--- src/rtl/comparador_menor_seq.sv ---
`default_nettype none
// ============================================================================
// Module   : comparador_menor_seq
// Purpose  : Multi-cycle parametrised magnitude comparator (A versus B).
//            Operands are compared CHUNK bits per cycle, most significant
//            chunk first. Supports unsigned (sltu) and two's-complement
//            (slt) modes. Produces the "A menor" mask (all ones when A<B)
//            and one-hot lt/eq/gt flags.
//
// Parameters:
//   WIDTH  - operand width in bits (default 32)
//   CHUNK  - bits compared per cycle; WIDTH must be a multiple of CHUNK
//
// Ports:
//   clk         in   single clock, rising edge
//   rst         in   synchronous, active-high reset
//   in_valid    in   operands valid
//   in_ready    out  unit can accept operands (IDLE and not in reset)
//   A, B        in   operands, WIDTH bits
//   signed_mode in   1 = two's-complement compare, sampled with operands
//   out_valid   out  result valid, held until out_ready
//   out_ready   in   consumer accepts result
//   Amenor      out  all ones if A<B, else all zeros
//   lt, eq, gt  out  exactly one is set while out_valid=1
//
// Build option:
//   COMPARADOR_EARLY_EXIT_EN - when defined, RUN ends on the cycle the first
//   differing chunk is found; otherwise RUN always lasts WIDTH/CHUNK cycles.
//   Results are identical in both builds.
//
// Revision : 1.0 - initial release
// ============================================================================
module comparador_menor_seq #(
  parameter int WIDTH = 32,
  parameter int CHUNK = 8
) (
  input  logic             clk,
  input  logic             rst,
  input  logic             in_valid,
  output logic             in_ready,
  input  logic [WIDTH-1:0] A,
  input  logic [WIDTH-1:0] B,
  input  logic             signed_mode,
  output logic             out_valid,
  input  logic             out_ready,
  output logic [WIDTH-1:0] Amenor,
  output logic             lt,
  output logic             eq,
  output logic             gt
);

  localparam int NCHUNK = WIDTH / CHUNK;
  localparam int CNT_W  = (NCHUNK > 1) ? $clog2(NCHUNK) : 1;
  localparam logic [CNT_W-1:0] CNT_LAST = CNT_W'(NCHUNK - 1);

  typedef enum logic [1:0] {
    S_IDLE = 2'd0,
    S_RUN  = 2'd1,
    S_DONE = 2'd2
  } state_e;

  state_e           state_q,     state_d;
  logic [WIDTH-1:0] a_q,         a_d;
  logic [WIDTH-1:0] b_q,         b_d;
  logic [CNT_W-1:0] cnt_q,       cnt_d;
  logic             decided_q,   decided_d;
  logic             run_lt_q,    run_lt_d;
  logic             run_gt_q,    run_gt_d;
  logic             out_valid_q, out_valid_d;
  logic [WIDTH-1:0] amenor_q,    amenor_d;
  logic             lt_q,        lt_d;
  logic             eq_q,        eq_d;
  logic             gt_q,        gt_d;

  // --------------------------------------------------------------------------
  // Split the latched operands into chunks so the current chunk can be picked
  // with a plain array index driven by the counter.
  // --------------------------------------------------------------------------
  logic [CHUNK-1:0] a_chunk [NCHUNK];
  logic [CHUNK-1:0] b_chunk [NCHUNK];

  for (genvar gi = 0; gi < NCHUNK; gi++) begin : g_chunks
    assign a_chunk[gi] = a_q[gi*CHUNK +: CHUNK];
    assign b_chunk[gi] = b_q[gi*CHUNK +: CHUNK];
  end

  logic [CHUNK-1:0] cur_a;
  logic [CHUNK-1:0] cur_b;
  logic             chunk_diff;
  logic             chunk_lt;
  logic             first_diff;
  logic             run_finish;

  assign cur_a      = a_chunk[cnt_q];
  assign cur_b      = b_chunk[cnt_q];
  assign chunk_diff = (cur_a != cur_b);
  assign chunk_lt   = (cur_a < cur_b);
  // Only the most significant differing chunk decides the result.
  assign first_diff = !decided_q && chunk_diff;

`ifdef COMPARADOR_EARLY_EXIT_EN
  assign run_finish = (cnt_q == '0) || first_diff;
`else
  assign run_finish = (cnt_q == '0);
`endif

  // in_ready is decoded from state and forced low during reset.
  assign in_ready = (state_q == S_IDLE) && !rst;

  // --------------------------------------------------------------------------
  // Next-state and datapath logic
  // --------------------------------------------------------------------------
  always_comb begin
    state_d     = state_q;
    a_d         = a_q;
    b_d         = b_q;
    cnt_d       = cnt_q;
    decided_d   = decided_q;
    run_lt_d    = run_lt_q;
    run_gt_d    = run_gt_q;
    out_valid_d = out_valid_q;
    amenor_d    = amenor_q;
    lt_d        = lt_q;
    eq_d        = eq_q;
    gt_d        = gt_q;

    unique case (state_q)
      S_IDLE: begin
        if (in_valid) begin
          a_d = A;
          b_d = B;
          // Flipping the sign bit of both operands maps two's-complement
          // ordering onto unsigned ordering.
          if (signed_mode) begin
            a_d[WIDTH-1] = ~A[WIDTH-1];
            b_d[WIDTH-1] = ~B[WIDTH-1];
          end
          cnt_d     = CNT_LAST;
          decided_d = 1'b0;
          run_lt_d  = 1'b0;
          run_gt_d  = 1'b0;
          state_d   = S_RUN;
        end
      end

      S_RUN: begin
        if (first_diff) begin
          decided_d = 1'b1;
          run_lt_d  = chunk_lt;
          run_gt_d  = !chunk_lt;
        end
        if (run_finish) begin
          state_d     = S_DONE;
          out_valid_d = 1'b1;
          lt_d        = run_lt_d;
          gt_d        = run_gt_d;
          eq_d        = !decided_d;
          amenor_d    = {WIDTH{run_lt_d}};
        end else begin
          cnt_d = cnt_q - 1'b1;
        end
      end

      S_DONE: begin
        // Result registers hold untouched until the consumer takes them.
        if (out_ready) begin
          state_d     = S_IDLE;
          out_valid_d = 1'b0;
          lt_d        = 1'b0;
          eq_d        = 1'b0;
          gt_d        = 1'b0;
          amenor_d    = '0;
        end
      end

      default: begin
        state_d = S_IDLE;
      end
    endcase
  end

  // --------------------------------------------------------------------------
  // State and output registers
  // --------------------------------------------------------------------------
  always_ff @(posedge clk) begin
    if (rst) begin
      state_q     <= S_IDLE;
      a_q         <= '0;
      b_q         <= '0;
      cnt_q       <= '0;
      decided_q   <= 1'b0;
      run_lt_q    <= 1'b0;
      run_gt_q    <= 1'b0;
      out_valid_q <= 1'b0;
      amenor_q    <= '0;
      lt_q        <= 1'b0;
      eq_q        <= 1'b0;
      gt_q        <= 1'b0;
    end else begin
      state_q     <= state_d;
      a_q         <= a_d;
      b_q         <= b_d;
      cnt_q       <= cnt_d;
      decided_q   <= decided_d;
      run_lt_q    <= run_lt_d;
      run_gt_q    <= run_gt_d;
      out_valid_q <= out_valid_d;
      amenor_q    <= amenor_d;
      lt_q        <= lt_d;
      eq_q        <= eq_d;
      gt_q        <= gt_d;
    end
  end

  assign out_valid = out_valid_q;
  assign Amenor    = amenor_q;
  assign lt        = lt_q;
  assign eq        = eq_q;
  assign gt        = gt_q;

endmodule
`default_nettype wire
--- config.mk ---
export PLATFORM = sky130hd
export DESIGN_NAME = comparador_menor_seq
export DESIGN_NICKNAME = d
export VERILOG_FILES = /design/src/rtl/comparador_menor_seq.sv
export SDC_FILE = /design/constraint.sdc
export NUM_CORES = 1
export LEC_CHECK = 0
export CAP_MARGIN = 20
export CORE_MARGIN = 5
export CORE_UTILIZATION = 47
export DETAILED_ROUTE_END_ITERATION = 7
export PLACE_DENSITY = 0.91
export REMOVE_ABC_BUFFERS = 1
export SLEW_MARGIN = 30
export SYNTH_ARGS = -nofsm -noshare
export SYNTH_HDL_FRONTEND = slang
export SYNTH_SLANG_ARGS = --single-unit
--- constraint.sdc ---
create_clock -name clk -period 3.3 [get_ports clk]
set_clock_uncertainty 0.2 [all_clocks]
set_input_delay 0.825 -clock clk [delete_from_list [all_inputs] [get_ports clk]]
set_output_delay 0.825 -clock clk [all_outputs]
set_load 0.01 [all_outputs]
==> flow_results.org <==
** Clocking
- The longest clock path from root to sink contains 2 buffers.
- Buffers inserted during clock tree synthesis total 9.
- Count of cells resized by post-cts repair :: 0
- H-Tree Level Count :: 3
- TritonCTS Sinks :: 75
- TritonCTS clock tree :: yes
- The clock reaches the later pin of the worst-skew pair after 0.35 ns.
- The tree is rooted in a clkbuf_8.
- In this run the post-CTS setup repair buffer count came out at 0.
- In this run, post-CTS hold repair placed 0 buffers.
- Clock-pin slew on the worst setup and hold paths :: 0.08 ns

** GRT
- Total global-route track usage :: 0.1669
- The number of global-route vias before repair is 2959.
- The first global-routing pass estimated 13120 um of wire.
- Pin count of the biggest net entering global routing :: 76
- Remaining global-route overflow :: 0
- The initial antenna violation count was 0.

** Layout
- Share of final-layout standard cells stronger than drive strength 1 :: 0.09980
- Area grow syn2layout :: 29.22%
- Summing all non-filler instances in the final layout gives an area of 4631 sq um.
- The repair_antennas step left the layout with diodes totalling 0.
- Measured on the finished design, the core utilization comes to 0.6317.
- Total of fill cells in the finished design :: 586
- Cell Count, Final, Fillers Out :: 590
- The final layout contains 564 nets.

** Critical path
- STA puts the critical path data arrival time at 2.76 ns.
- Among the stages of the critical path, the cell type that occurs most often is a21oi_1.
- STA classifies the critical path endpoint as a register.
- Delay of the slowest critical-path stage :: 0.61 ns
- Worst-path fanout max :: 10
- Crit Path Class :: reg -> reg
- The signal on the critical path passes through buf_4 > mux4_2 > ha_1 > and4_1 > a21oi_1 > o22ai_1 > o21ai_1 > a21oi_1.
- CP Launch Type :: register
- At the worst endpoint, the required time is 3.30 ns.
- For this design, the slowest cell found on the critical path is dfxtp_1.

** Job
- Maximum Capacitance Violations :: 0

** Floorplanning
- Chip Width :: 97.32 um
- 106 I/O pins were placed.
- Vertical die dimension :: 97.32 um
- The floorplan step defined a core boundary enclosing 7331 sq um.
- Total Die Area :: 9470 sq um
- The floorplan has 31 rows.
- Initial core utilization :: 0.4888

** Synth
- Share of synthesized area occupied by flip-flops and latches :: 0.4190
- After synthesis the cells add up to 3583 sq um.
- Mean post-synth cell area :: 8.512 sq um
- During synthesis, Yosys emitted a total of 0 warnings.
- Yosys mapped the design onto 35 distinct sky130hd cell types.
- After synthesis the netlist holds a flip-flop and latch count of 75.
- The cell count after synthesis came out at 421.

** STA
- The max-slew violation count came to 0.
- Timing would allow up to 362.5 MHz.
- At the pin with the least slew margin, the transition time is 0.7306 ns.
- Relative slew slack :: 0.5129
- Post-route clock period utilization :: 0.8359
- After layout, the minimum clock period comes to 2.758 ns.
- Setup violations remaining at the end of the flow were counted as 0.
- Final hold violations :: 0
- Setup repair after global routing left no endpoint under its margin.

** Detailed routing
- Once detail routing completed, the nets flagged for antenna violations numbered 0.
- After detailed routing, the number of vias per cell comes to 5.092.
- For this run, the detailed router's first-pass iteration total came to 6.
- After the first detailed-routing iteration, the DRC count stood at 206.
- After detailed routing, the total wire length is 8027 um.
- In the routed design, unresolved DRC markers number 0.
- Dividing the detail-routed wire length by the instance count gives 13.61 um.
- Summing over every cut layer, the via total after detailed routing is 3004.

** Status
- The run finished with clean final reports.

** Power
- Power spread over the standard cell area amounts to 525.6 nW/um^2.
- Final Power :: 2.434 mW
- Leakage power summed over all cells :: 1.720 nW
- VDD sags by at most 0.2591 mV.

** Placement
- The placed instances occupy a cell area of 4423 sq um.
- Input and output buffers added on the ports amount to 105.
- Counting tap cells, the placed design contains a total of 574 instances.
- GP Congestion :: 0.7497
- Detailed placement finished with a half-perimeter wire length of 6007 um.

** Worst hold path
- In this run the worst hold path is classified as reg -> reg.
-- routing by layer --
layer  up-vias  share of wire  global-route usage
met4         0          0.014             0.06390
met1      1384           0.44              0.1975
li1       1502              -                   -
met2       102           0.48              0.2829
met5         -              0                   0
met3        16          0.066             0.05240
-- flip-flops by register name, indices dropped and copies added, names as in the netlist --
name / count
a_q: 32
out_valid: 1
state_q: 2
gt: 1
Amenor: 1
eq: 1
decided_q: 1
run_lt_q: 1
cnt_q: 2
run_gt_q: 1
b_q: 32
-- final timing paths --
path                 start         end  slack (ns)  cells past startpoint
hold reg to reg    a_q[18]     a_q[18]        0.25                      2
setup reg to reg  cnt_q[1]  Amenor[30]        0.54                      8
hold / removal     a_q[18]     a_q[18]        0.25                      2
setup / recovery  cnt_q[1]  Amenor[30]        0.54                      8
-- per-stage QoR --
step	hold WS (ns)	setup slack [ns]	setup TNS, ns
detailed placement	0.2433	0.5212	0
floorplan	0.2271	-0.1309	-4.321
CTS	0.2541	0.5212	0
finish	0.2537	0.5416	0
global placement	0.2386	0.4848	0
global route	0.2686	0.4084	0
-- layout by cell type, fill, tap and decap left out, types with 2 or more instances in the layout --
cell / netlist / final
nand2_1: 131 / 130
clkdlybuf4s50_1: 0 / 104
dfxtp_1: 75 / 75
a21oi_1: 71 / 71
mux4_2: 16 / 16
inv_1: 13 / 13
ha_1: 9 / 9
clkbuf_8: 0 / 9
buf_4: 35 / 9
nor2_1: 7 / 7
nor3_1: 5 / 5
a211oi_1: 4 / 4
clkinv_2: 0 / 4
nor2b_1: 3 / 3
nand3_1: 3 / 3
xnor2_1: 2 / 2
o21ai_1: 2 / 2
o21ai_0: 2 / 2
bufinv_16: 0 / 2
-- critical path, delay by kind of cell, from the launching register on --
| family | cells | cell delay (ns) |
|---|---|---|
| AO/OA/AOI/OAI | 4 | 0.60 |
| adder cells (fa/ha/maj) | 1 | 0.34 |
| buffers and inverters | 1 | 0.28 |
| flip-flops | 1 | 0.61 |
| multiplexers | 1 | 0.32 |
| AND/OR/NAND/NOR | 1 | 0.25 |
-- area by class of cell --
class                           instances  area (sq um)  share of cell area
Timing Repair Buffer                  114          1114              0.2405
Multi-Input combinational cell        273          1635              0.3531
Clock inverter                          6         80.08             0.01729
Sequential cell                        75          1501              0.3242
Clock buffer                           10         127.6             0.02756
Inverter                               13         48.80             0.01054
Tap cell                               99         123.9             0.02675
-- power breakdown --
group          total [mW]  switching (mW)  internal [mW]
Combinational       0.661           0.316          0.345
Clock               0.748           0.328          0.421
Sequential           1.02          0.0460          0.979
-- synth_stat cells --
library cell / instances / share of area
a211oi_1: 4 / 0.0084
a211oi_2: 1 / 0.0035
a21o_2: 1 / 0.0024
a21oi_1: 71 / 0.099
a22oi_1: 1 / 0.0021
a31oi_1: 1 / 0.0017
and2_1: 2 / 0.0035
and4_1: 1 / 0.0024
and4_2: 1 / 0.0028
buf_2: 12 / 0.017
buf_4: 35 / 0.073
buf_6: 4 / 0.013
clkbuf_1: 9 / 0.0094
dfxtp_1: 75 / 0.42
ha_1: 9 / 0.031
inv_1: 13 / 0.014
mux4_2: 16 / 0.10
nand2_1: 131 / 0.14
nand2b_1: 1 / 0.0017
nand3_1: 3 / 0.0042
nand3b_1: 1 / 0.0021
nor2_1: 7 / 0.0073
nor2_2: 1 / 0.0017
nor2b_1: 3 / 0.0052
nor3_1: 5 / 0.0070
nor4b_4: 1 / 0.0066
o211a_1: 1 / 0.0028
o21ai_0: 2 / 0.0028
o21ai_1: 2 / 0.0028
o21ai_2: 1 / 0.0024
o21bai_1: 1 / 0.0021
o22ai_1: 1 / 0.0017
o31a_1: 1 / 0.0024
o31ai_1: 1 / 0.0021
xnor2_1: 2 / 0.0049
-- logic make-up (layout without fill, tap and decap cells) --
logic type               Yosys count  count (layout)  synth area share
XOR/XNOR                           2               2          0.004889
flip-flops                        75              75            0.4190
multiplexers                      16              16            0.1006
AO/OA/AOI/OAI                     89              89            0.1365
adder cells (fa/ha/maj)            9               9           0.03143
AND/OR/NAND/NOR                  157             157            0.1819
buffers and inverters             73             143            0.1257
No activity file was read; power rests on OpenSTA's default activity.
